### src/rtl/scrambler_seq.sv
// scrambler_seq: frame sequencer for a PRBS15 (x^15 + x^14 + 1) data scrambler.
// Optional feature: define SCRAMBLER_SEQ_ZERO_GUARD_EN to substitute 15'h7FFF for an all-zero seed.
module scrambler_seq #(
  parameter int DATA_W = 8,
  parameter int LEN_W  = 12
) (
  input  logic              clk,
  input  logic              rst_n,
  input  logic              start,
  input  logic [14:0]       cfg_seed,
  input  logic [LEN_W-1:0]  cfg_len,
  output logic              busy,
  output logic              done,
  output logic              seed_err,
  input  logic              s_valid,
  output logic              s_ready,
  input  logic [DATA_W-1:0] s_data,
  output logic              m_valid,
  input  logic              m_ready,
  output logic [DATA_W-1:0] m_data,
  output logic              m_last
);

  typedef enum logic [1:0] {IDLE, RUN, DRAIN} state_t;

  state_t             state;
  state_t             state_next;
  logic [14:0]        lfsr;
  logic [14:0]        lfsr_adv;
  logic [14:0]        lfsr_tmp;
  logic [14:0]        seed_eff;
  logic               seed_zero;
  logic [DATA_W-1:0]  key;
  logic [LEN_W-1:0]   remaining;
  logic               accept;
  logic               in_hs;
  logic               out_hs;
  logic               last_in;

`ifdef SCRAMBLER_SEQ_ZERO_GUARD_EN
  assign seed_zero = (cfg_seed == 15'h0000);
  assign seed_eff  = seed_zero ? 15'h7FFF : cfg_seed;
`else
  assign seed_zero = 1'b0;
  assign seed_eff  = cfg_seed;
`endif

  assign accept  = (state == IDLE) && start && (cfg_len != '0);
  assign s_ready = (state == RUN) && (remaining != '0) && (!m_valid || m_ready);
  assign in_hs   = s_valid && s_ready;
  assign out_hs  = m_valid && m_ready;
  assign last_in = (remaining == LEN_W'(1));
  assign busy    = (state != IDLE);

  // Run the LFSR DATA_W steps ahead; key bit k is the feedback of step k.
  always_comb begin
    lfsr_tmp = lfsr;
    key      = '0;
    for (int k = 0; k < DATA_W; k++) begin
      key[k]   = lfsr_tmp[14] ^ lfsr_tmp[13];
      lfsr_tmp = {lfsr_tmp[13:0], key[k]};
    end
    lfsr_adv = lfsr_tmp;
  end

  always_ff @(posedge clk or negedge rst_n) begin
    if (!rst_n) state <= IDLE;
    else        state <= state_next;
  end

  always_comb begin
    state_next = state;
    unique case (state)
      IDLE:    if (accept) state_next = RUN;
      RUN:     if (in_hs && last_in) state_next = DRAIN;
      DRAIN:   if (out_hs) state_next = IDLE;
      default: state_next = IDLE;
    endcase
  end

  // A new input beat in the same cycle as an output handshake overrides the clear.
  always_ff @(posedge clk or negedge rst_n) begin
    if (!rst_n) begin
      lfsr      <= 15'h0000;
      remaining <= '0;
      m_valid   <= 1'b0;
      m_data    <= '0;
      m_last    <= 1'b0;
      done      <= 1'b0;
      seed_err  <= 1'b0;
    end else begin
      done     <= 1'b0;
      seed_err <= 1'b0;
      if (accept) begin
        lfsr      <= seed_eff;
        remaining <= cfg_len;
        seed_err  <= seed_zero;
      end
      if (out_hs) begin
        m_valid <= 1'b0;
        m_last  <= 1'b0;
        if (state == DRAIN) done <= 1'b1;
      end
      if (in_hs) begin
        m_valid   <= 1'b1;
        m_data    <= s_data ^ key;
        lfsr      <= lfsr_adv;
        remaining <= remaining - LEN_W'(1);
        if (last_in) m_last <= 1'b1;
      end
    end
  end

endmodule
### config.mk
export PLATFORM = sky130hd
export DESIGN_NAME = scrambler_seq
export DESIGN_NICKNAME = d
export VERILOG_FILES = /design/src/rtl/scrambler_seq.sv
export SDC_FILE = /design/constraint.sdc
export NUM_CORES = 1
export LEC_CHECK = 0
export ABC_AREA = 0
export ABC_CLOCK_PERIOD_IN_PS = 2200
export CAP_MARGIN = 40
export CORE_MARGIN = 1.5
export CORE_UTILIZATION = 44
export DETAILED_ROUTE_END_ITERATION = 8
export PLACE_DENSITY = 0.75
export SLEW_MARGIN = 40
export SYNTH_ARGS = -nofsm -noshare
export SYNTH_HDL_FRONTEND = slang
export SYNTH_SLANG_ARGS = --single-unit
### constraint.sdc
create_clock -name clk -period 2.2 [get_ports clk]
set_input_delay 0.44 -clock clk [delete_from_list [all_inputs] [get_ports clk]]
set_output_delay 0.44 -clock clk [all_outputs]
set_load 0.05 [all_outputs]
# ---- Word level (Yosys, flattened, before mapping)
# Cells that the tools add are included.
dict set report op_classes {
  n_shift 0
  reduce_logical 16
  n_addsub 1
  muxes 15
  bitwise 9
  magnitude_cmp 0
  n_eq_ne 6
  mul 0
  div 0
}
# op n
set op_table {}
lappend op_table {{$mux 15} 2}
lappend op_table {{$mux 12} 2}
lappend op_table {{$reduce_bool 12->1} 2}
lappend op_table {{$eq 12x1->1 const B} 1}
lappend op_table {{$sub 12x1->12 const B} 1}
lappend op_table {{$xor 1x1->1} 8}
lappend op_table {{$xor 8x8->8} 1}
lappend op_table {{$logic_and 1x1->1} 7}
lappend op_table {{$mux 1} 7}
lappend op_table {{$mux 2} 3}
lappend op_table {{$pmux 2 s3} 1}
lappend op_table {{$reduce_bool 2->1} 3}
lappend op_table {{$ne 2x2->1 const B} 2}
lappend op_table {{$reduce_and 3->1} 1}
lappend op_table {{$eq 2x1->1 const B} 1}
lappend op_table {{$eq 2x2->1 const B} 1}
lappend op_table {{$logic_not 2->1} 1}
lappend op_table {{$ne 2x1->1 const B} 1}
lappend op_table {{$logic_not 1->1} 1}
lappend op_table {{$logic_or 1x1->1} 1}
dict set report totals {
  reg_bits 40
  out_inout_bits 14
  wordCells 54
  latch_bits 0
  in_bits 40
  mem_count 0
  ramBits 0
  romBits 0
}

# ---- Longest topological paths before layout
# Gate-level depths: netlist (run 1).
dict set report logic_depth {
  word_depth 7
  ltp_mapped 7
}

# ---- Worst setup path after synthesis (run 1)
# No wires, ideal clock.
dict set report synth_path {
  path_type {register to output}
  startpoint {register remaining[0]}
  endpoint {output port s_ready}
  path_slack_ns 0.098
  path_stages_with_launch 6
  n_path_buf 0
  t_arrival_ns 1.662
  required_ns 1.760
  cell_sequence {dfrtp_1 -> inv_1 -> ha_1 -> nor3b_1 -> nand4_1 -> and3_1}
}
dict set report synth_via {
  elab_chain_cells 3
}
# item line
set synth_lines {}
lappend synth_lines {{start: declaration} 34} ;# logic [LEN_W-1:0] remaining;
lappend synth_lines {{start signal: assignment} 96} ;# remaining <= cfg_len;
lappend synth_lines {{start signal: assignment} 108} ;# remaining <= remaining - LEN_W'(1);
lappend synth_lines {{$reduce_bool 12->1} 49} ;# assign s_ready = (state == RUN) && (remaining != '0) && (!m_valid || m_ready);
lappend synth_lines {{$logic_and 1x1->1 (2 in series)} 49}
lappend synth_lines {{end: declaration} 16} ;# output logic s_ready,
# No other way between the ends.

# ---- Final worst setup path (run 1)
dict set report layout_path {
  startpoint {register remaining[0]}
  endpoint {register remaining[9]}
}
dict set report layout_via {
  elab_chain_cells 5
  elab_cells_between_ends 7
  classes_between {add/sub (1); mux (1); reduce/logical (5)}
}
# item
set layout_lines {}
lappend layout_lines {{parallel branches: the longest is 5 deep, another holds $sub 12x1->12}}
# Parallel ways; which one is timed is not known.
# A chain may end at the register's enable or synchronous reset.

==> flow_summary.html, run 1 <==
<table>
<tr><th>Metric</th><th>Value</th></tr>
<tr><th colspan="2">Cells and area</th></tr>
<tr><td>Antenna cells</td><td>0</td></tr>
<tr><td>Nets</td><td>335</td></tr>
<tr><td>Final core utilization</td><td>0.669</td></tr>
<tr><td>Fraction of layout cells with a size suffix above 1</td><td>0.201</td></tr>
<tr><td>Synth-to-Final Area Change</td><td>46.6%</td></tr>
<tr><th colspan="2">Clock network</th></tr>
<tr><td>CTS root buffer</td><td>clkbuf_8</td></tr>
<tr><td>Number of buffers inserted during clock tree synthesis</td><td>5</td></tr>
<tr><td>H-tree level count</td><td>2</td></tr>
<tr><td>Reg clk slew, reported paths</td><td>0.08 ns</td></tr>
<tr><td>CTS tree</td><td>done</td></tr>
<tr><td>Sink Count</td><td>40</td></tr>
<tr><td>Latest clock arrival within the worst-skew pair</td><td>0.29 ns</td></tr>
<tr><td>Hold Buf Count CTS</td><td>0</td></tr>
<tr><td>Maximum number of buffers from clock root to sink</td><td>2</td></tr>
<tr><th colspan="2">Floorplan</th></tr>
<tr><td>Full die area</td><td>0.00529 mm²</td></tr>
<tr><td>Die X-Extent</td><td>72.7 µm</td></tr>
<tr><td>Vert. Die Dim</td><td>72.7 µm</td></tr>
<tr><td>Initial Util</td><td>0.456</td></tr>
<tr><td>Floorplan row count</td><td>25</td></tr>
<tr><td>Area of the core region</td><td>0.00469 mm²</td></tr>
<tr><td>Ports</td><td>54</td></tr>
<tr><th colspan="2">Critical path</th></tr>
<tr><td>Arrival time of data at the critical path endpoint</td><td>2.38 ns</td></tr>
<tr><td>Crit path launch</td><td>remaining[0]$_DFFE_PN0P_</td></tr>
<tr><td>Minimum setup slack among reg-to-reg paths</td><td>-0.02 ns</td></tr>
<tr><td>Critical Path Source Type</td><td>register</td></tr>
<tr><td>Crit end category</td><td>register</td></tr>
<tr><td>Worst Reg-to-Reg Cells</td><td>7</td></tr>
<tr><td>Startpoint of the most critical register-to-register path</td><td>remaining[0]$_DFFE_PN0P_</td></tr>
<tr><td>Top fanout value on the critical path</td><td>4</td></tr>
<tr><td>Critical path class</td><td>register to register</td></tr>
<tr><td>Worst setup path endpoint</td><td>remaining[9]$_DFFE_PN0P_</td></tr>
<tr><td>Critical register-to-register path endpoint</td><td>remaining[9]$_DFFE_PN0P_</td></tr>
<tr><td>Required time of the critical path</td><td>2.35 ns</td></tr>
<tr><th colspan="2">Synthesis</th></tr>
<tr><td>Post-Syn Area</td><td>0.00214 mm²</td></tr>
<tr><td>Number of enable-type register cells in the synthesized netlist</td><td>0</td></tr>
<tr><td>Portion of synthesized cell area occupied by the leading cell type</td><td>0.468</td></tr>
<tr><td>Average instance area after synthesis</td><td>10.2 µm²</td></tr>
<tr><td>Number of synthesis warnings</td><td>0</td></tr>
<tr><td>Cell type contributing the most total cell area after synthesis</td><td>dfrtp_1</td></tr>
<tr><td>Number of nets in the synthesized netlist</td><td>252</td></tr>
<tr><td>Distinct cell type count after synthesis</td><td>44</td></tr>
<tr><td>Post-synth top flop</td><td>dfrtp_1</td></tr>
<tr><td>Post-Syn Instances</td><td>210</td></tr>
<tr><td>Synth Register Bits</td><td>40</td></tr>
<tr><td>Fraction of synthesis flops using an asynchronous set or reset pin</td><td>1.00</td></tr>
<tr><td>Main area contributors after synthesis</td><td>dfrtp_1, a221o_1, o21ai_0, xnor2_1, xor2_1</td></tr>
<tr><td>Register area share after synthesis</td><td>0.468</td></tr>
<tr><th colspan="2">STA</th></tr>
<tr><td>RSZ-0062 raised after global routing</td><td>true</td></tr>
<tr><td>Tightest hold margin</td><td>0.207 ns</td></tr>
<tr><td>Final Max Tran Viols</td><td>0</td></tr>
<tr><td>Final Hold Viols</td><td>0</td></tr>
<tr><td>Fmax achieved</td><td>0.450 GHz</td></tr>
<tr><td>Post-route clock period utilization</td><td>1.01</td></tr>
<tr><td>Setup WS post-layout</td><td>-0.0234 ns</td></tr>
<tr><td>Setup Skew</td><td>0.00922 ns</td></tr>
<tr><td>Fin crit period</td><td>2.22 ns</td></tr>
<tr><td>Post-Route Setup TNS</td><td>-0.0234 ns</td></tr>
<tr><td>Worst relative slew slack</td><td>0.592</td></tr>
<tr><td>Setup-failing EPs final</td><td>1</td></tr>
<tr><td>Slew @ Worst Pin</td><td>0.605 ns</td></tr>
<tr><th colspan="2">Pwr</th></tr>
<tr><td>Switching power share of the total</td><td>0.399</td></tr>
<tr><td>Portion of total power attributed to the clock network</td><td>0.177</td></tr>
<tr><td>Switching power summed over all nets</td><td>1.43 mW</td></tr>
<tr><td>Proportion of power drawn by flip-flops and latches</td><td>0.376</td></tr>
<tr><td>VDD IR-drop max</td><td>0.000588 V</td></tr>
<tr><td>Pleak</td><td>1.39 nW</td></tr>
<tr><td>PD cells</td><td>1140 mW/mm²</td></tr>
<tr><td>Total power</td><td>3.58 mW</td></tr>
<tr><td>Relative contribution of combinational cells to total power</td><td>0.447</td></tr>
<tr><td>Internal power consumption</td><td>2.15 mW</td></tr>
<tr><th colspan="2">Status</th></tr>
<tr><td>Violated checks</td><td>setup timing</td></tr>
<tr><td>Result of the run</td><td>finished with violations</td></tr>
<tr><th colspan="2">Placed design</th></tr>
<tr><td>DP Wirelength</td><td>4070 µm</td></tr>
<tr><td>Gp weighted congestion</td><td>0.867</td></tr>
<tr><td>PortBufs</td><td>52</td></tr>
<tr><td>Setup Slack @ Placement</td><td>-0.302 ns</td></tr>
<tr><th colspan="2">Route</th></tr>
<tr><td>Count of vias placed by the detailed router</td><td>2088</td></tr>
<tr><td>First-pass DRT Iterations</td><td>4</td></tr>
<tr><td>Routed wirelength normalized by instance count</td><td>17.7 µm</td></tr>
<tr><td>Number of remaining DRC errors</td><td>0</td></tr>
<tr><td>Via-to-Cell Ratio</td><td>6.00</td></tr>
<tr><td>Routed wire length</td><td>6170 µm</td></tr>
<tr><td>Residual antenna-violating net count after detailed routing</td><td>0</td></tr>
<tr><td>DR iter-0 viols</td><td>184</td></tr>
<tr><th colspan="2">GRT</th></tr>
<tr><td>First-pass GRT wire length</td><td>8910 µm</td></tr>
<tr><td>Pin count of the biggest net entering global routing</td><td>41</td></tr>
<tr><td>Total track usage</td><td>0.218</td></tr>
<tr><td>Initial antenna violation count</td><td>0</td></tr>
<tr><td>Total global routing overflow</td><td>0</td></tr>
<tr><td>Via count of the first global-routing pass</td><td>1903</td></tr>
<tr><th colspan="2">Flow run</th></tr>
<tr><td>Max Cap Viol</td><td>0</td></tr>
<tr><th colspan="2">Worst hold path</th></tr>
<tr><td>Worst hold path type</td><td>input port to async pin</td></tr>
</table>
[metrics by stage]
step / instances / instance area (µm²)
2_1_floorplan: 210 / 2140
3_3_place_gp: 335 / 2890
3_5_place_dp: 335 / 2890
4_1_cts: 343 / 3020
5_1_grt: 348 / 3140
6_report: 348 / 3140
[cell type report]
type	instances	area [µm²]
repair buffers	87	856
multi-input cells	152	1060
well taps	54	67.6
fillers	390	1560
clock inverters	2	38.8
inverters	7	26.3
clock buffers	6	82.6
flip-flops and latches	40	1000
[power by group through the flow]
stage               logic [mW]  registers (mW)  clock network [mW]
floorplan                0.796            1.53                   0
global placement          1.52            1.32                   0
detailed placement        1.55            1.34                   0
CTS                       1.56            1.33               0.644
global route              1.72            1.37               0.680
finish                    1.60            1.35               0.633
[how the worst min path moves through the flow]
stage	start	to	cells past startpoint
after floorplan	rst_n	done$_DFF_PN0_	0
after global placement	m_last$_DFF_PN0_	m_last$_DFF_PN0_	2
after detailed placement	m_last$_DFF_PN0_	m_last$_DFF_PN0_	2
after CTS	rst_n	lfsr[2]$_DFFE_PN0P_	2
after global routing	rst_n	remaining[8]$_DFFE_PN0P_	2
final	rst_n	lfsr[2]$_DFFE_PN0P_	2
[Yosys cell counts, types with 2 or more instances]
cell	instances
nor3b_1	3
ha_1	2
or2_2	4
nand4_1	2
buf_6	2
dfrtp_1	40
a21oi_1	3
xnor2_1	9
a221o_1	16
clkbuf_1	4
nor2_1	7
or4_1	6
buf_4	2
nor3_1	11
o21ai_0	17
o311ai_0	5
buf_2	3
and2_1	7
a221oi_1	2
a311oi_1	2
nor4_1	4
xor2_1	8
a211oi_1	2
o211ai_1	4
inv_1	7
and3_1	2
nand2_1	14
nand3_1	6
[routing by layer]
metal  vias up  wire (µm)  GRT usage
met4         0         57     0.0818
met5         -          0          0
met3         5        393     0.0262
met2        96       3060      0.364
li1        962          -          -
met1      1025       2660      0.291
[cells by family (layout without fill, tap and decap cells)]
group / Yosys count / in the layout / synth area share
compound gates: 57 / 57 / 0.204
xor+xnor: 17 / 17 / 0.0696
fa+ha+maj: 2 / 2 / 0.0117
buf+inv: 18 / 102 / 0.0439
flops: 40 / 40 / 0.468
other cells: 1 / 1 / 0.00175
simple gates: 75 / 75 / 0.202
[sequential cells by signal (all words and copies together) (netlist names)]
signal,count
done,1
m_data,8
m_valid,1
state,2
m_last,1
lfsr,15
remaining,12
[worst max-delay path, cell delays in order, from the launching register on]
cell,delay (ns)
dfrtp_1,0.41
inv_1,0.08
ha_1,0.18
or3b_4,0.41
buf_4,0.16
o311ai_0,0.52
o2bb2a_1,0.23
o21ai_0,0.09
[cell usage in the layout (no fill, tap or decap), types with 3 or more instances in the layout]
| master | n |
|---|---|
| a21oi_1 | 3 |
| a221o_1 | 16 |
| and2_1 | 7 |
| buf_4 | 30 |
| clkbuf_8 | 6 |
| clkdlybuf4s50_1 | 39 |
| dfrtp_1 | 39 |
| dlymetal6s2s_1 | 11 |
| inv_1 | 7 |
| nand2_1 | 14 |
| nand3_1 | 6 |
| nor2_1 | 7 |
| nor3_1 | 11 |
| nor4_1 | 4 |
| o211ai_1 | 4 |
| o21ai_0 | 17 |
| o311ai_0 | 5 |
| or2_2 | 4 |
| or4_1 | 3 |
| or4_4 | 4 |
| xnor2_1 | 9 |
| xor2_1 | 8 |
[timing repair]
action                                  in CTS  in global routing
endpoints found under the setup margin       1                 24
resized for setup                            1                 18
cloned                                       0                  3
pin swaps                                    0                  4
buffers inserted                             0                  2
Note: power is estimated with default switching activity, not from simulation.
==> inputs of run 2 (changes only) <==
--- a/config.mk
+++ b/config.mk
@@ -12,6 +12,7 @@
 export CORE_UTILIZATION = 44
 export DETAILED_ROUTE_END_ITERATION = 8
 export PLACE_DENSITY = 0.75
+export SKIP_LAST_GASP = 1
 export SLEW_MARGIN = 40
 export SYNTH_ARGS = -nofsm -noshare
 export SYNTH_HDL_FRONTEND = slang
==> results of run 2 <==
Final layout, timing and power as in run 1 (identical DEF).
